<file path="src/rtl/mdu_pkg.sv">
// Shared types and constants for the sequential multiply/divide unit.
package mdu_pkg;

  localparam int unsigned MDU_WIDTH = 32;
  localparam int unsigned MDU_CNT_W = $clog2(MDU_WIDTH) + 1;

  typedef enum logic [1:0] {
    IDLE = 2'd0,
    ITER = 2'd1,
    SIGN = 2'd2,
    DONE = 2'd3
  } mdu_state_e;

  typedef enum logic {
    OP_MULT = 1'b0,
    OP_DIV  = 1'b1
  } mdu_op_e;

endpackage

</file>
<file path="src/rtl/mdu_sign_fix.sv">
// Conditional two's-complement negate; used for operand magnitudes and result sign fix-up.
module mdu_sign_fix #(
  parameter int unsigned W = 32
) (
  input  logic [W-1:0] value,
  input  logic         negate,
  output logic [W-1:0] result_c
);

  // Negate when requested; the most negative value maps onto itself.
  assign result_c = negate ? W'(~value + W'(1)) : value;

endmodule

</file>
<file path="src/rtl/mult_div_seq.sv">
// Sequential WIDTH-bit multiply/divide unit, one bit per cycle, results on hi/lo.
// Signed by default; defining MULTDIV_UNSIGNED_EN adds an is_unsigned input (multu/divu).
module mult_div_seq
  import mdu_pkg::*;
#(
  parameter int unsigned WIDTH = MDU_WIDTH
) (
  input  logic             clock,
  input  logic             reset,
`ifdef MULTDIV_UNSIGNED_EN
  input  logic             is_unsigned,
`endif
  input  logic             start_mult,
  input  logic             start_div,
  input  logic [WIDTH-1:0] op_a,
  input  logic [WIDTH-1:0] op_b,
  output logic             busy,
  output logic             done,
  output logic             div_zero,
  output logic [WIDTH-1:0] hi,
  output logic [WIDTH-1:0] lo
);

  localparam int unsigned CNT_W = $clog2(WIDTH) + 1;
  localparam int unsigned DW    = 2 * WIDTH;

  mdu_state_e       state_q, state_nxt;
  mdu_op_e          op_q;
  logic             sign_a_q, neg_q;
  logic [CNT_W-1:0] cnt_q;
  logic [WIDTH-1:0] acc_hi_q, acc_lo_q, opnd_q;
  logic             busy_nxt, done_nxt, div_zero_nxt;

  logic             use_sign_c, sign_a_c, sign_b_c, start_any_c, div_by_zero_c;
  mdu_op_e          op_sel_c;
  logic [WIDTH-1:0] abs_a_c, abs_b_c;
  logic [WIDTH:0]   mult_sum_c, mult_upper_c, rem_sh_c, diff_c;
  logic [WIDTH-1:0] iter_hi_c, iter_lo_c;
  logic [DW-1:0]    prod_fix_c;
  logic [WIDTH-1:0] quo_fix_c, rem_fix_c;

`ifdef MULTDIV_UNSIGNED_EN
  assign use_sign_c = ~is_unsigned;
`else
  assign use_sign_c = 1'b1;
`endif

  assign sign_a_c      = use_sign_c & op_a[WIDTH-1];
  assign sign_b_c      = use_sign_c & op_b[WIDTH-1];
  assign start_any_c   = start_mult | start_div;
  assign op_sel_c      = start_mult ? OP_MULT : OP_DIV;
  assign div_by_zero_c = ~start_mult & start_div & (op_b == '0);

  mdu_sign_fix #(.W(WIDTH)) u_abs_a (.value(op_a), .negate(sign_a_c), .result_c(abs_a_c));
  mdu_sign_fix #(.W(WIDTH)) u_abs_b (.value(op_b), .negate(sign_b_c), .result_c(abs_b_c));
  mdu_sign_fix #(.W(DW))    u_fix_prod (.value({acc_hi_q, acc_lo_q}), .negate(neg_q),
                                        .result_c(prod_fix_c));
  mdu_sign_fix #(.W(WIDTH)) u_fix_quo (.value(acc_lo_q), .negate(neg_q), .result_c(quo_fix_c));
  mdu_sign_fix #(.W(WIDTH)) u_fix_rem (.value(acc_hi_q), .negate(sign_a_q), .result_c(rem_fix_c));

  // One iteration step: shift-add for multiply, restoring trial-subtract for divide.
  always_comb begin
    mult_sum_c   = {1'b0, acc_hi_q} + {1'b0, opnd_q};
    mult_upper_c = acc_lo_q[0] ? mult_sum_c : {1'b0, acc_hi_q};
    rem_sh_c     = {acc_hi_q, acc_lo_q[WIDTH-1]};
    diff_c       = rem_sh_c - {1'b0, opnd_q};
    iter_hi_c    = acc_hi_q;
    iter_lo_c    = acc_lo_q;
    if (op_q == OP_MULT) begin
      iter_hi_c = mult_upper_c[WIDTH:1];
      iter_lo_c = {mult_upper_c[0], acc_lo_q[WIDTH-1:1]};
    end else if (!diff_c[WIDTH]) begin
      iter_hi_c = diff_c[WIDTH-1:0];
      iter_lo_c = {acc_lo_q[WIDTH-2:0], 1'b1};
    end else begin
      iter_hi_c = rem_sh_c[WIDTH-1:0];
      iter_lo_c = {acc_lo_q[WIDTH-2:0], 1'b0};
    end
  end

  // Next-state and next-output decode.
  always_comb begin
    state_nxt    = state_q;
    div_zero_nxt = 1'b0;
    case (state_q)
      IDLE: begin
        if (start_any_c) begin
          state_nxt    = div_by_zero_c ? DONE : ITER;
          div_zero_nxt = div_by_zero_c;
        end
      end
      ITER:    if (cnt_q == CNT_W'(1)) state_nxt = SIGN;
      SIGN:    state_nxt = DONE;
      DONE:    state_nxt = IDLE;
      default: state_nxt = IDLE;
    endcase
    busy_nxt = (state_nxt != IDLE);
    done_nxt = (state_nxt == DONE);
  end

  // State and status output registers.
  always_ff @(posedge clock or negedge reset) begin
    if (!reset) begin
      state_q  <= IDLE;
      busy     <= 1'b0;
      done     <= 1'b0;
      div_zero <= 1'b0;
    end else begin
      state_q  <= state_nxt;
      busy     <= busy_nxt;
      done     <= done_nxt;
      div_zero <= div_zero_nxt;
    end
  end

  // Operand capture, iteration datapath and hi/lo result load.
  always_ff @(posedge clock or negedge reset) begin
    if (!reset) begin
      op_q     <= OP_MULT;
      sign_a_q <= 1'b0;
      neg_q    <= 1'b0;
      cnt_q    <= '0;
      acc_hi_q <= '0;
      acc_lo_q <= '0;
      opnd_q   <= '0;
      hi       <= '0;
      lo       <= '0;
    end else begin
      case (state_q)
        IDLE: begin
          if (start_any_c && !div_by_zero_c) begin
            op_q     <= op_sel_c;
            sign_a_q <= sign_a_c;
            neg_q    <= sign_a_c ^ sign_b_c;
            cnt_q    <= CNT_W'(WIDTH);
            acc_hi_q <= '0;
            acc_lo_q <= (op_sel_c == OP_MULT) ? abs_b_c : abs_a_c;
            opnd_q   <= (op_sel_c == OP_MULT) ? abs_a_c : abs_b_c;
          end
        end
        ITER: begin
          cnt_q    <= cnt_q - CNT_W'(1);
          acc_hi_q <= iter_hi_c;
          acc_lo_q <= iter_lo_c;
        end
        SIGN: begin
          if (op_q == OP_MULT) begin
            hi <= prod_fix_c[DW-1:WIDTH];
            lo <= prod_fix_c[WIDTH-1:0];
          end else begin
            hi <= rem_fix_c;
            lo <= quo_fix_c;
          end
        end
        default: ;
      endcase
    end
  end

endmodule

</file>
<file path="config.mk">
export PLATFORM = sky130hd
export DESIGN_NAME = mult_div_seq
export DESIGN_NICKNAME = d
export VERILOG_FILES = /design/src/rtl/mdu_pkg.sv /design/src/rtl/mdu_sign_fix.sv /design/src/rtl/mult_div_seq.sv
export SDC_FILE = /design/constraint.sdc
export NUM_CORES = 1
export LEC_CHECK = 0
export CORE_ASPECT_RATIO = 1.2
export CORE_UTILIZATION = 54
export DETAILED_ROUTE_END_ITERATION = 10
export MAX_ROUTING_LAYER = met4
export PLACE_DENSITY = 0.9
export SLEW_MARGIN = 20
export SYNTH_ARGS = -nofsm -noshare
export SYNTH_HDL_FRONTEND = slang
export SYNTH_SLANG_ARGS = --single-unit
</file>
<file path="constraint.sdc">
create_clock -name clock -period 3.5 [get_ports clock]
set_input_delay 0.7 -clock clock [delete_from_list [all_inputs] [get_ports clock]]
set_output_delay 0.7 -clock clock [all_outputs]
set_load 0.005 [all_outputs]
</file>
* Word level (Yosys, flattened, before mapping)
Cells that the tools add are included.
** Storage, ports and cells
- Register bits :: 174
- Input port bits :: 68
- Output and inout bits :: 67
- Logic and storage cells :: 72
** Cells by class
- $add $sub $neg :: 8
- Eq/ne operators :: 6
- Muxes and demuxes :: 27
- Bitwise logic cells :: 10
- Reductions and logical operators :: 8
** Operators by type and width (number)
- 32-bit two-way mux :: 13
- 32-bit by 1-bit adder with 32-bit output (second input constant) :: 4
- 32-bit NOT :: 4
- 32-bit one-hot mux with 2 select lines :: 2
- 64-bit by 1-bit adder with 64-bit output (second input constant) :: 1
- 64-bit two-way mux :: 1
- 64-bit NOT :: 1
- 32-bit by 32-bit adder with 33-bit output :: 1
- 33-bit two-way mux :: 1
- 33-bit by 32-bit subtractor with 33-bit output :: 1
- 32-bit logical NOT :: 1
- 6-bit one-hot mux with 2 select lines :: 1
- 2-bit one-hot mux with 4 select lines :: 1
- 2-bit == test (second input constant) :: 3
- 6-bit by 1-bit == test with 1-bit output (second input constant) :: 1
- 2-bit two-way mux :: 3
- 6-bit two-way mux :: 1
- 6-bit by 1-bit subtractor with 6-bit output (second input constant) :: 1
- 1-bit two-way mux :: 4
- 2-bit AND reduction :: 2
- 2-bit nonzero test :: 2
- 1-bit bitwise AND :: 2
- 2-bit by 1-bit == test with 1-bit output (second input constant) :: 1
- 2-bit logical NOT :: 1
- 6 further kinds :: 6

* Depth between registers and ports, before layout
Gate-level depths: netlist of run 1.
- Depth in word-level cells :: 7
- Mapped depth :: 15
- Gate-level depth less buffers :: 13

* Hierarchy
From an unflattened synthesis of run 1, not the netlist that was laid out.
** Unflattened totals
- Cells, all modules :: 1988
- Area total of the unflattened synthesis :: 17053.9 sq um
** Modules (own cells, without submodules)
- mult_div_seq :: times used 1, cells each 1386, area an instance 12296.8 sq um
- mdu_sign_fix at u_abs_a ... :: times used 4, cells each 99, area an instance 777.0 sq um
- mdu_sign_fix at u_fix_prod :: times used 1, cells each 206, area an instance 1649.1 sq um

* Worst setup path before layout of run 1
No wires, ideal clock.
- Kind :: reg2reg
- Start point :: register acc_lo_q[31]
- End point :: register acc_hi_q[3]
- Setup time :: 122 ps
- Data arrival time :: 3429 ps
- Required time :: 3378 ps
- Path slack :: -50 ps
- Cell stages (with the launch flop) :: 15
- Buffers on the path :: 1
- Path through :: dfrtp_1 inv_1 ha_1 fa_1 nand2b_1 a211oi_1 o211ai_1 a31oi_1 a311o_1 a21oi_1 xnor2_1 clkbuf_1 mux2i_1 nand2_1 a32o_1
** On the way
- Cells in the longest elaborated chain, start to end :: 4
** RTL lines
- from (decl) :: RTL line mult_div_seq.sv:31 : logic [WIDTH-1:0] acc_hi_q, acc_lo_q, opnd_q;
- from (signal assigned) :: RTL line mult_div_seq.sv:137 : acc_lo_q <= (op_sel_c == OP_MULT) ? abs_b_c : abs_a_c;
- from (signal assigned) :: RTL line mult_div_seq.sv:144 : acc_lo_q <= iter_lo_c;
- 33-bit by 32-bit subtractor with 33-bit output :: RTL line mult_div_seq.sv:66 : diff_c = rem_sh_c - {1'b0, opnd_q};
- 32-bit two-way mux :: RTL line mult_div_seq.sv:72 : end else if (!diff_c[WIDTH]) begin
- 32-bit two-way mux :: RTL line mult_div_seq.sv:69 : if (op_q == OP_MULT) begin
- 32-bit one-hot mux with 2 select lines :: RTL line mult_div_seq.sv:129 : case (state_q)
- to (signal assigned) :: RTL line mult_div_seq.sv:143 : acc_hi_q <= iter_hi_c;
- to (decl) :: RTL line mult_div_seq.sv:31
Every way passes these cells.
A chain may end at the register's enable or synchronous reset.

* Worst setup path after layout of run 1
- Start point :: register opnd_q[0]
- End point :: register acc_hi_q[18]
** On the way
- Cells in the longest elaborated chain, start to end :: 4
** RTL lines
- from (decl) :: RTL line mult_div_seq.sv:31
- from (signal assigned) :: RTL line mult_div_seq.sv:138 : opnd_q <= (op_sel_c == OP_MULT) ? abs_a_c : abs_b_c;
- 33-bit by 32-bit subtractor with 33-bit output or 32-bit by 32-bit adder with 33-bit output (tied branches) :: RTL line mult_div_seq.sv:66, mult_div_seq.sv:63
- 32-bit two-way mux or 33-bit two-way mux (tied branches) :: RTL line mult_div_seq.sv:72, mult_div_seq.sv:64
- 32-bit two-way mux (*) :: RTL line mult_div_seq.sv:69
- 32-bit one-hot mux with 2 select lines (*) :: RTL line mult_div_seq.sv:129
Every way passes the cells marked *; elsewhere a longest branch is shown, timed or not.

==> impl_metrics.env, run 1 <==
export IMPL_synthMostInstantiatedCell="sky130_fd_sc_hd__nand2_1"
export IMPL_post_route_cells_drive_above_1_share_pct=14.5
export IMPL_tns_ns=0
export IMPL_syn_to_final_growth_pct=25.6
export IMPL_highest_layer="met4"
export IMPL_critical_path_slowest_cell="sky130_fd_sc_hd__dfrtp_1"
export IMPL_rows=65
export IMPL_p_per_area_mw_per_mm2=1140
export IMPL_maxSlewViolCount=0
export IMPL_number_of_flops_mapped_to_enable_cells_by_yosys=0
export IMPL_met1Wirelength_um=19300
export IMPL_io_pins=135
export IMPL_gr_total_overflow=0
export IMPL_dpl_hpwl_um=39700
export IMPL_placedCellCount=2396
export IMPL_worst_setup_path_start_kind="flop"
export IMPL_cp_num_buf_inv=4
export IMPL_yosysTopAreaCell="sky130_fd_sc_hd__dfrtp_1"
export IMPL_violations="design-rule violations"
export IMPL_totalPowerFinal_uw=20900
export IMPL_cp_cell_instances="ha_4, fa_2, nand2b_4, a211oi_2, buf_4, o211ai_1, a31oi_2, a311o_1, a21oi_2, xnor2_2, buf_6, buf_12, buf_4, o31a_1, a22o_1"
export IMPL_antenna_found_initial=0
export IMPL_max_clock_path_buffers=2
export IMPL_synth_top_cell_area_share_pct=29.8
export IMPL_timing_rr_end="acc_hi_q[18]$_DFFE_PN0P_"
export IMPL_synth_seq_area_share_pct=29.8
export IMPL_port_buffers=134
export IMPL_pin_count_of_the_biggest_net_entering_global_routing=82
export IMPL_grt_first_pass_wirelength_um=81400
export IMPL_detailroute_via_count=15712
export IMPL_routabilityCongestion=1.05
export IMPL_achievable_frequency_mhz=292
export IMPL_finalSetupViolations=0
export IMPL_post_synth_inst_count=1838
export IMPL_cell_class_contributing_the_biggest_share_of_worst_path_delay="compound AO/OA/AOI/OAI gates"
export IMPL_tritoncts_clock_tree="done"
export IMPL_synth_flop_cell="sky130_fd_sc_hd__dfrtp_1"
export IMPL_netlist_area_mm2=0.0146
export IMPL_peakVddDrop_uv=583
export IMPL_yosysUniqueCellTypes=78
export IMPL_report_final_hold_viol_count=0
export IMPL_die_y_um=182
export IMPL_finalClockSkew_ns=0.0156
export IMPL_die_width_um=152
export IMPL_grt_setup_unrepaired="true"
export IMPL_ys_seq_elements=174
export IMPL_number_of_global_route_vias_before_repair=15270
export IMPL_final_hold_worst_slack_ns=0.257
export IMPL_worstPathRequired_ns=3.84
export IMPL_synthesis_area_per_instance_um2=7.96
export IMPL_wl_um=52500
export IMPL_detailroute_wirelength_met2_um=24200
export IMPL_drt_wirelength_per_cell_um=21.6
export IMPL_tritoncts_num_sinks=174
export IMPL_asyncSetResetFlopFracSynth_pct=100
export IMPL_cp_end_kind="flop"
export IMPL_outcome="complete, but fails checks"
export IMPL_worst_path_max_fanout=4
export IMPL_yosys_warning_total=0
export IMPL_post_synth_most_frequent_cells="sky130_fd_sc_hd__nand2_1 (249), sky130_fd_sc_hd__o21ai_0 (199), sky130_fd_sc_hd__dfrtp_1 (174)"
export IMPL_drt_iter0_markers=1960
export IMPL_postCtsHoldBufs=0
export IMPL_synth_net_count=1978
export IMPL_reg2reg_setup_slack_ns=0.07
export IMPL_timing_max_slew_rel_slack_pct=41.2
export IMPL_criticalPathCategory="reg2reg"
export IMPL_r2r_start="opnd_q[0]$_DFFE_PN0P_"
export IMPL_worstRegToRegCells=15
export IMPL_maxCapViolCount=0
export IMPL_floorplan_core_area_mm2=0.0264
export IMPL_final_min_period_over_clock_period_pct=98.0
export IMPL_tightest_slew_ns=0.883
export IMPL_cts_root_buffer_cell="sky130_fd_sc_hd__clkbuf_16"
export IMPL_finalNetCount=2228
export IMPL_hold_class="in2async"
export IMPL_critical_path_max_stage_delay_ns=0.42
export IMPL_cp_common_cell="sky130_fd_sc_hd__buf_4"
export IMPL_detailedRoute_firstPassIterationCount=11
export IMPL_synthTopCellsByArea="sky130_fd_sc_hd__dfrtp_1 (30%), sky130_fd_sc_hd__o21ai_0 (6.8%), sky130_fd_sc_hd__nand2_1 (6.4%)"
export IMPL_fillCellCount=1998
export IMPL_route_detailed_drc=4
export IMPL_leakage_uw=0.00807
export IMPL_timing_final_crit_period_ns=3.43
export IMPL_viasPerCell=6.45
export IMPL_clk_latency_ns=0.47
export IMPL_cts_buffers_inserted=17
export IMPL_grt_util_all_layers_pct=38.9
export IMPL_initial_utilization_pct=55.3
export IMPL_fin_cells=2436
export IMPL_die_area_mm2=0.0278
export IMPL_insertedDiodeCount=0
export IMPL_post_detailed_route_count_of_antenna_violating_nets=0
export IMPL_h_tree_depth=4
export IMPL_total_met3_wirelength_after_detailed_routing_um=4770
export IMPL_worst_endpoint_arrival_ns=3.77
export IMPL_clkSlewWorstSetupHoldPaths_ns=0.08
## layout by cell type, fill, tap and decap left out, types with 7 or more instances in the layout
cell / netlist / routed
sky130_fd_sc_hd__o21a_1: 9 / 9
sky130_fd_sc_hd__xnor2_1: 84 / 83
sky130_fd_sc_hd__a221o_1: 13 / 13
sky130_fd_sc_hd__o211ai_1: 17 / 17
sky130_fd_sc_hd__or3_1: 22 / 22
sky130_fd_sc_hd__nor2b_1: 18 / 16
sky130_fd_sc_hd__nand2_1: 249 / 248
sky130_fd_sc_hd__ha_1: 70 / 69
sky130_fd_sc_hd__nor4_1: 12 / 11
sky130_fd_sc_hd__o31ai_1: 29 / 28
sky130_fd_sc_hd__buf_4: 4 / 207
sky130_fd_sc_hd__a211oi_2: 0 / 7
sky130_fd_sc_hd__o41ai_1: 13 / 11
sky130_fd_sc_hd__nand2b_1: 17 / 15
sky130_fd_sc_hd__o221ai_1: 17 / 17
sky130_fd_sc_hd__a211oi_1: 23 / 16
sky130_fd_sc_hd__a22oi_1: 12 / 11
sky130_fd_sc_hd__clkbuf_16: 0 / 17
sky130_fd_sc_hd__a21oi_1: 133 / 132
sky130_fd_sc_hd__nor3_1: 51 / 50
sky130_fd_sc_hd__dfrtp_1: 174 / 173
sky130_fd_sc_hd__or4_1: 11 / 10
sky130_fd_sc_hd__a21o_1: 28 / 28
sky130_fd_sc_hd__nand4_1: 12 / 12
sky130_fd_sc_hd__clkdlybuf4s50_1: 0 / 132
sky130_fd_sc_hd__mux2i_1: 73 / 71
sky130_fd_sc_hd__o21ai_0: 199 / 195
sky130_fd_sc_hd__a31oi_1: 20 / 19
sky130_fd_sc_hd__nand3_1: 37 / 37
sky130_fd_sc_hd__xor2_1: 92 / 92
sky130_fd_sc_hd__nor2_1: 112 / 112
sky130_fd_sc_hd__inv_1: 60 / 59
## layer usage
metal,vias to the layer above,GRT usage (%)
met4,0,28.7
met1,7255,44.4
met5,-,-
met2,1051,62.4
li1,7147,-
met3,259,5.94
## timing repair
action / 4_1_cts / 5_1_grt
endpoints found under the setup margin: 24 / 61
pin swaps: 2 / 9
resized for setup: 7 / 34
setup buffers: 0 / 7
cloned: 0 / 1
## power breakdown
group / switching [uW] / leakage, uW / internal (uW)
Combinational: 8600 / 0.00559 / 6550
Sequential: 910 / 0.00220 / 2940
Clock: 955 / 0.000283 / 969
Total: 10500 / 0.00807 / 10500
## cells by family after synthesis
| logic type | Yosys count | share of synthesized area [%] |
|---|---|---|
| AO/OA/AOI/OAI | 578 | 24.7 |
| AND/OR/NAND/NOR | 578 | 18.4 |
| buffers and inverters | 182 | 4.96 |
| XOR/XNOR | 176 | 10.5 |
| flip-flops | 174 | 29.8 |
| multiplexers | 78 | 5.38 |
| adder cells (fa/ha/maj) | 72 | 6.26 |
## through the flow
step           setup WS (ns)  util [%]  instance area [um2]
2_1_floorplan         0.0654         -                14600
3_3_place_gp          -0.298      66.4                17600
3_5_place_dp          -0.374      66.4                17600
4_1_cts             -0.00149      68.8                18200
5_1_grt              -0.0599      69.5                18400
6_report              0.0702      69.5                18400
## registers in the layout, summed over array words and instances, names as in the netlist
register	cells
lo	32
state_q	2
acc_hi_q	32
opnd_q	32
op_q	1
hi	32
acc_lo_q	32
cnt_q	6
div_zero	1
neg_q	1
done	1
busy	1
sign_a_q	1
## worst register-to-register path: stages, from the launching register on
cell	delay, ns
sky130_fd_sc_hd__dfrtp_1	0.42
sky130_fd_sc_hd__ha_4	0.18
sky130_fd_sc_hd__fa_2	0.34
sky130_fd_sc_hd__nand2b_4	0.15
sky130_fd_sc_hd__a211oi_2	0.25
sky130_fd_sc_hd__buf_4	0.17
sky130_fd_sc_hd__o211ai_1	0.14
sky130_fd_sc_hd__a31oi_2	0.26
sky130_fd_sc_hd__a311o_1	0.28
sky130_fd_sc_hd__a21oi_2	0.10
sky130_fd_sc_hd__xnor2_2	0.15
sky130_fd_sc_hd__buf_6	0.15
sky130_fd_sc_hd__buf_12	0.12
sky130_fd_sc_hd__buf_4	0.15
sky130_fd_sc_hd__o31a_1	0.25
sky130_fd_sc_hd__a22o_1	0.20
## final cells by class
| type | instances | area (um2) | area share, % |
|---|---|---|---|
| multi-input combinational | 1482 | 9730 | 52.9 |
| clock buffer | 18 | 439 | 2.39 |
| tap | 335 | 419 | 2.28 |
| sequential | 174 | 4360 | 23.7 |
| clock inverter | 14 | 149 | 0.810 |
| timing repair buffer | 350 | 3050 | 16.6 |
| inverter | 63 | 236 | 1.29 |
## worst max-delay path by stage
stage	end	depth (start not counted)	slack, ns	from
final	acc_hi_q[18]$_DFFE_PN0P_	15	0.07	opnd_q[0]$_DFFE_PN0P_
after global routing	acc_hi_q[29]$_DFFE_PN0P_	14	-0.06	acc_hi_q[0]$_DFFE_PN0P_
after CTS	acc_hi_q[20]$_DFFE_PN0P_	15	-0.001	acc_lo_q[31]$_DFFE_PN0P_
after detailed placement	opnd_q[21]$_DFFE_PN0P_	11	-0.37	op_b[7]
after global placement	opnd_q[9]$_DFFE_PN0P_	12	-0.30	op_b[7]
after floorplan	acc_hi_q[3]$_DFFE_PN0P_	14	0.07	acc_lo_q[31]$_DFFE_PN0P_
Power figures use the tool's default switching activity.
==> inputs of run 2 (changes only) <==
--- a/config.mk
+++ b/config.mk
@@ -6,10 +6,10 @@
 export NUM_CORES = 1
 export LEC_CHECK = 0
 export CORE_ASPECT_RATIO = 1.2
-export CORE_UTILIZATION = 54
+export CORE_UTILIZATION = 59
 export DETAILED_ROUTE_END_ITERATION = 10
 export MAX_ROUTING_LAYER = met4
-export PLACE_DENSITY = 0.9
+export PLACE_DENSITY = 0.93
 export SLEW_MARGIN = 20
 export SYNTH_ARGS = -nofsm -noshare
 export SYNTH_HDL_FRONTEND = slang
==> constraint.sdc (replaced) <==
create_clock -name clock -period 3.4 [get_ports clock]
set_input_delay 0.68 -clock clock [delete_from_list [all_inputs] [get_ports clock]]
set_output_delay 0.68 -clock clock [all_outputs]
set_load 0.005 [all_outputs]
==> impl_metrics.env, run 2 (synthesized netlist as in run 1, its figures left out) <==
export IMPL_outcome="complete, but fails checks"
export IMPL_violations="negative setup slack"
export IMPL_peakVddDrop_uv=547
export IMPL_max_clock_path_buffers=2
export IMPL_detailroute_wirelength_met2_um=25600
export IMPL_cp_end_kind="flop"
export IMPL_initial_utilization_pct=60.6
export IMPL_drt_iter0_markers=2349
export IMPL_worst_endpoint_arrival_ns=3.84
export IMPL_final_min_period_over_clock_period_pct=102
export IMPL_p_sw_uw=11000
export IMPL_mostFrequentLayoutCell="sky130_fd_sc_hd__nand2_1"
export IMPL_met1Wirelength_um=20600
export IMPL_route_detailed_drc=0
export IMPL_maxSlewViolCount=0
export IMPL_viasPerCell=6.62
export IMPL_place_ws_ns=-0.533
export IMPL_finalSetupViolations=2
export IMPL_die_y_um=174
export IMPL_wl_um=55900
export IMPL_floorplan_core_area_mm2=0.0241
export IMPL_tritoncts_clock_tree="done"
export IMPL_p_per_area_mw_per_mm2=1180
export IMPL_insertedDiodeCount=0
export IMPL_commonest_non_fill_non_tap_cells_in_the_layout="sky130_fd_sc_hd__nand2_1 (247), sky130_fd_sc_hd__buf_4 (237), sky130_fd_sc_hd__o21ai_0 (190)"
export IMPL_power_share_switching_pct=49.5
export IMPL_fillCellCount=1607
export IMPL_timing_max_slew_rel_slack_pct=36.9
export IMPL_cell_internal_pwr_uw=11300
export IMPL_fin_cells=2463
export IMPL_antenna_found_initial=0
export IMPL_post_detailed_route_count_of_antenna_violating_nets=0
export IMPL_cts_root_buffer_cell="sky130_fd_sc_hd__clkbuf_16"
export IMPL_worst_path_max_fanout=5
export IMPL_clkSlewWorstSetupHoldPaths_ns=0.07
export IMPL_timing_final_crit_period_ns=3.46
export IMPL_achievable_frequency_mhz=289
export IMPL_detailroute_via_count=16311
export IMPL_clk_latency_ns=0.46
export IMPL_tritoncts_num_sinks=174
export IMPL_worstPathRequired_ns=3.78
export IMPL_power_frac_comb_pct=73.3
export IMPL_finalClockSkew_ns=0.0107
export IMPL_drt_wirelength_per_cell_um=22.7
export IMPL_highest_layer="met4"
export IMPL_multi_input_area_mm2=0.00986
export IMPL_criticalPathCategory="reg2reg"
export IMPL_final_core_util_pct=78.2
export IMPL_post_route_cells_drive_above_1_share_pct=16.8
export IMPL_cp_cell_instances="ha_4, fa_2, nand2b_4, a211oi_2, buf_4, o211ai_1, a31oi_1, a311o_1, a21oi_4, xnor2_4, buf_12, buf_6, buf_4, nand2b_4, a31o_4, a22oi_2"
export IMPL_pin_count_of_the_biggest_net_entering_global_routing=129
export IMPL_critical_path_max_stage_delay_ns=0.42
export IMPL_hold_class="in2async"
export IMPL_critical_path_slowest_cell="sky130_fd_sc_hd__dfrtp_1"
export IMPL_number_of_global_route_vias_before_repair=15662
export IMPL_cts_buffers_inserted=17
export IMPL_leakage_uw=0.00835
export IMPL_area_sequential_mm2=0.00436
export IMPL_cell_class_contributing_the_biggest_share_of_worst_path_delay="compound AO/OA/AOI/OAI gates"
export IMPL_die_width_um=146
export IMPL_clock_power_share_pct=8.7
export IMPL_grt_util_all_layers_pct=44.2
export IMPL_io_pins=135
export IMPL_timing_final_ws_setup_ns=-0.0602
export IMPL_rows=62
export IMPL_die_area_mm2=0.0254
export IMPL_maxCapViolCount=0
export IMPL_worst_setup_path_start_kind="flop"
export IMPL_gr_total_overflow=0
export IMPL_port_buffers=134
export IMPL_total_met3_wirelength_after_detailed_routing_um=5280
export IMPL_tightest_slew_ns=0.941
export IMPL_h_tree_depth=4
export IMPL_power_sequential_fraction_pct=18.0
export IMPL_cp_num_buf_inv=4
export IMPL_reg2reg_setup_slack_ns=-0.06
export IMPL_detailedRoute_firstPassIterationCount=7
export IMPL_dpl_hpwl_um=40600
export IMPL_routabilityCongestion=1.04
export IMPL_syn_to_final_growth_pct=29.0
export IMPL_finalNetCount=2270
export IMPL_placedCellCount=2415
export IMPL_grt_setup_unrepaired="true"
export IMPL_report_final_hold_viol_count=0
export IMPL_grt_first_pass_wirelength_um=84700
-- run 2: final cells by class --
| cell class | instances | area share [%] |
|---|---|---|
| Clock buffer | 19 | 2.40 |
| Tap cell | 320 | 2.12 |
| Sequential cell | 174 | 23.1 |
| Timing Repair Buffer | 391 | 18.3 |
| Multi-Input combinational cell | 1483 | 52.2 |
| Inverter | 63 | 1.27 |
| Clock inverter | 13 | 0.557 |
-- run 2: power by group through the flow --
stage	Sequential, uW	Combinational [uW]	Clock [uW]
global route	4090	17600	2010
global placement	3900	14500	0
finish	4010	16300	1950
floorplan	3790	9500	0
detailed placement	3940	14800	0
CTS	3920	15100	1940
-- run 2: routing by layer --
| metal | up-vias | track usage (%) |
|---|---|---|
| met5 | - | - |
| met4 | 0 | 30.4 |
| met3 | 314 | 7.24 |
| met2 | 1126 | 69.2 |
| met1 | 7651 | 52.2 |
| li1 | 7220 | - |
-- run 2: timing repair --
item	CTS	global route
hold buffers	0	0
setup buffers	3	11
pin swaps	5	16
setup endpoints to repair	43	91
resized for setup	14	60
gates cloned	0	2
-- run 2: metrics by stage --
step | hold slack [ns] | instance area [um2] | TNS (ns) | power [uW]
2_1_floorplan | 0.384 | 14600 | 0 | 13300
3_3_place_gp | 0.460 | 17800 | -27.07 | 18400
3_5_place_dp | 0.471 | 17800 | -36.64 | 18800
4_1_cts | 0.235 | 18500 | 0 | 21000
5_1_grt | 0.262 | 18900 | -0.431 | 23700
6_report | 0.198 | 18900 | -0.0674 | 22300
-- run 2: worst paths after layout --
kind | startpoint | to | cells after the start
max | opnd_q[0]$_DFFE_PN0P_ | acc_hi_q[28]$_DFFE_PN0P_ | 16
min | reset | lo[16]$_DFFE_PN0P_ | 1
max reg2reg | opnd_q[0]$_DFFE_PN0P_ | acc_hi_q[28]$_DFFE_PN0P_ | 16
min reg2reg | hi[20]$_DFFE_PN0P_ | hi[20]$_DFFE_PN0P_ | 2
max in group asynchronous | reset | acc_hi_q[21]$_DFFE_PN0P_ | 2
min in group clock | hi[20]$_DFFE_PN0P_ | hi[20]$_DFFE_PN0P_ | 2
-- run 2: worst reg2reg max path: stages (launching register included) --
cell and delay, ns:
sky130_fd_sc_hd__dfrtp_1 0.42, sky130_fd_sc_hd__ha_4 0.19, sky130_fd_sc_hd__fa_2 0.36, sky130_fd_sc_hd__nand2b_4 0.16
sky130_fd_sc_hd__a211oi_2 0.18, sky130_fd_sc_hd__buf_4 0.17, sky130_fd_sc_hd__o211ai_1 0.12, sky130_fd_sc_hd__a31oi_1 0.26
sky130_fd_sc_hd__a311o_1 0.33, sky130_fd_sc_hd__a21oi_4 0.11, sky130_fd_sc_hd__xnor2_4 0.15, sky130_fd_sc_hd__buf_12 0.16
sky130_fd_sc_hd__buf_6 0.11, sky130_fd_sc_hd__buf_4 0.13, sky130_fd_sc_hd__nand2b_4 0.13, sky130_fd_sc_hd__a31o_4 0.25
sky130_fd_sc_hd__a22oi_2 0.16
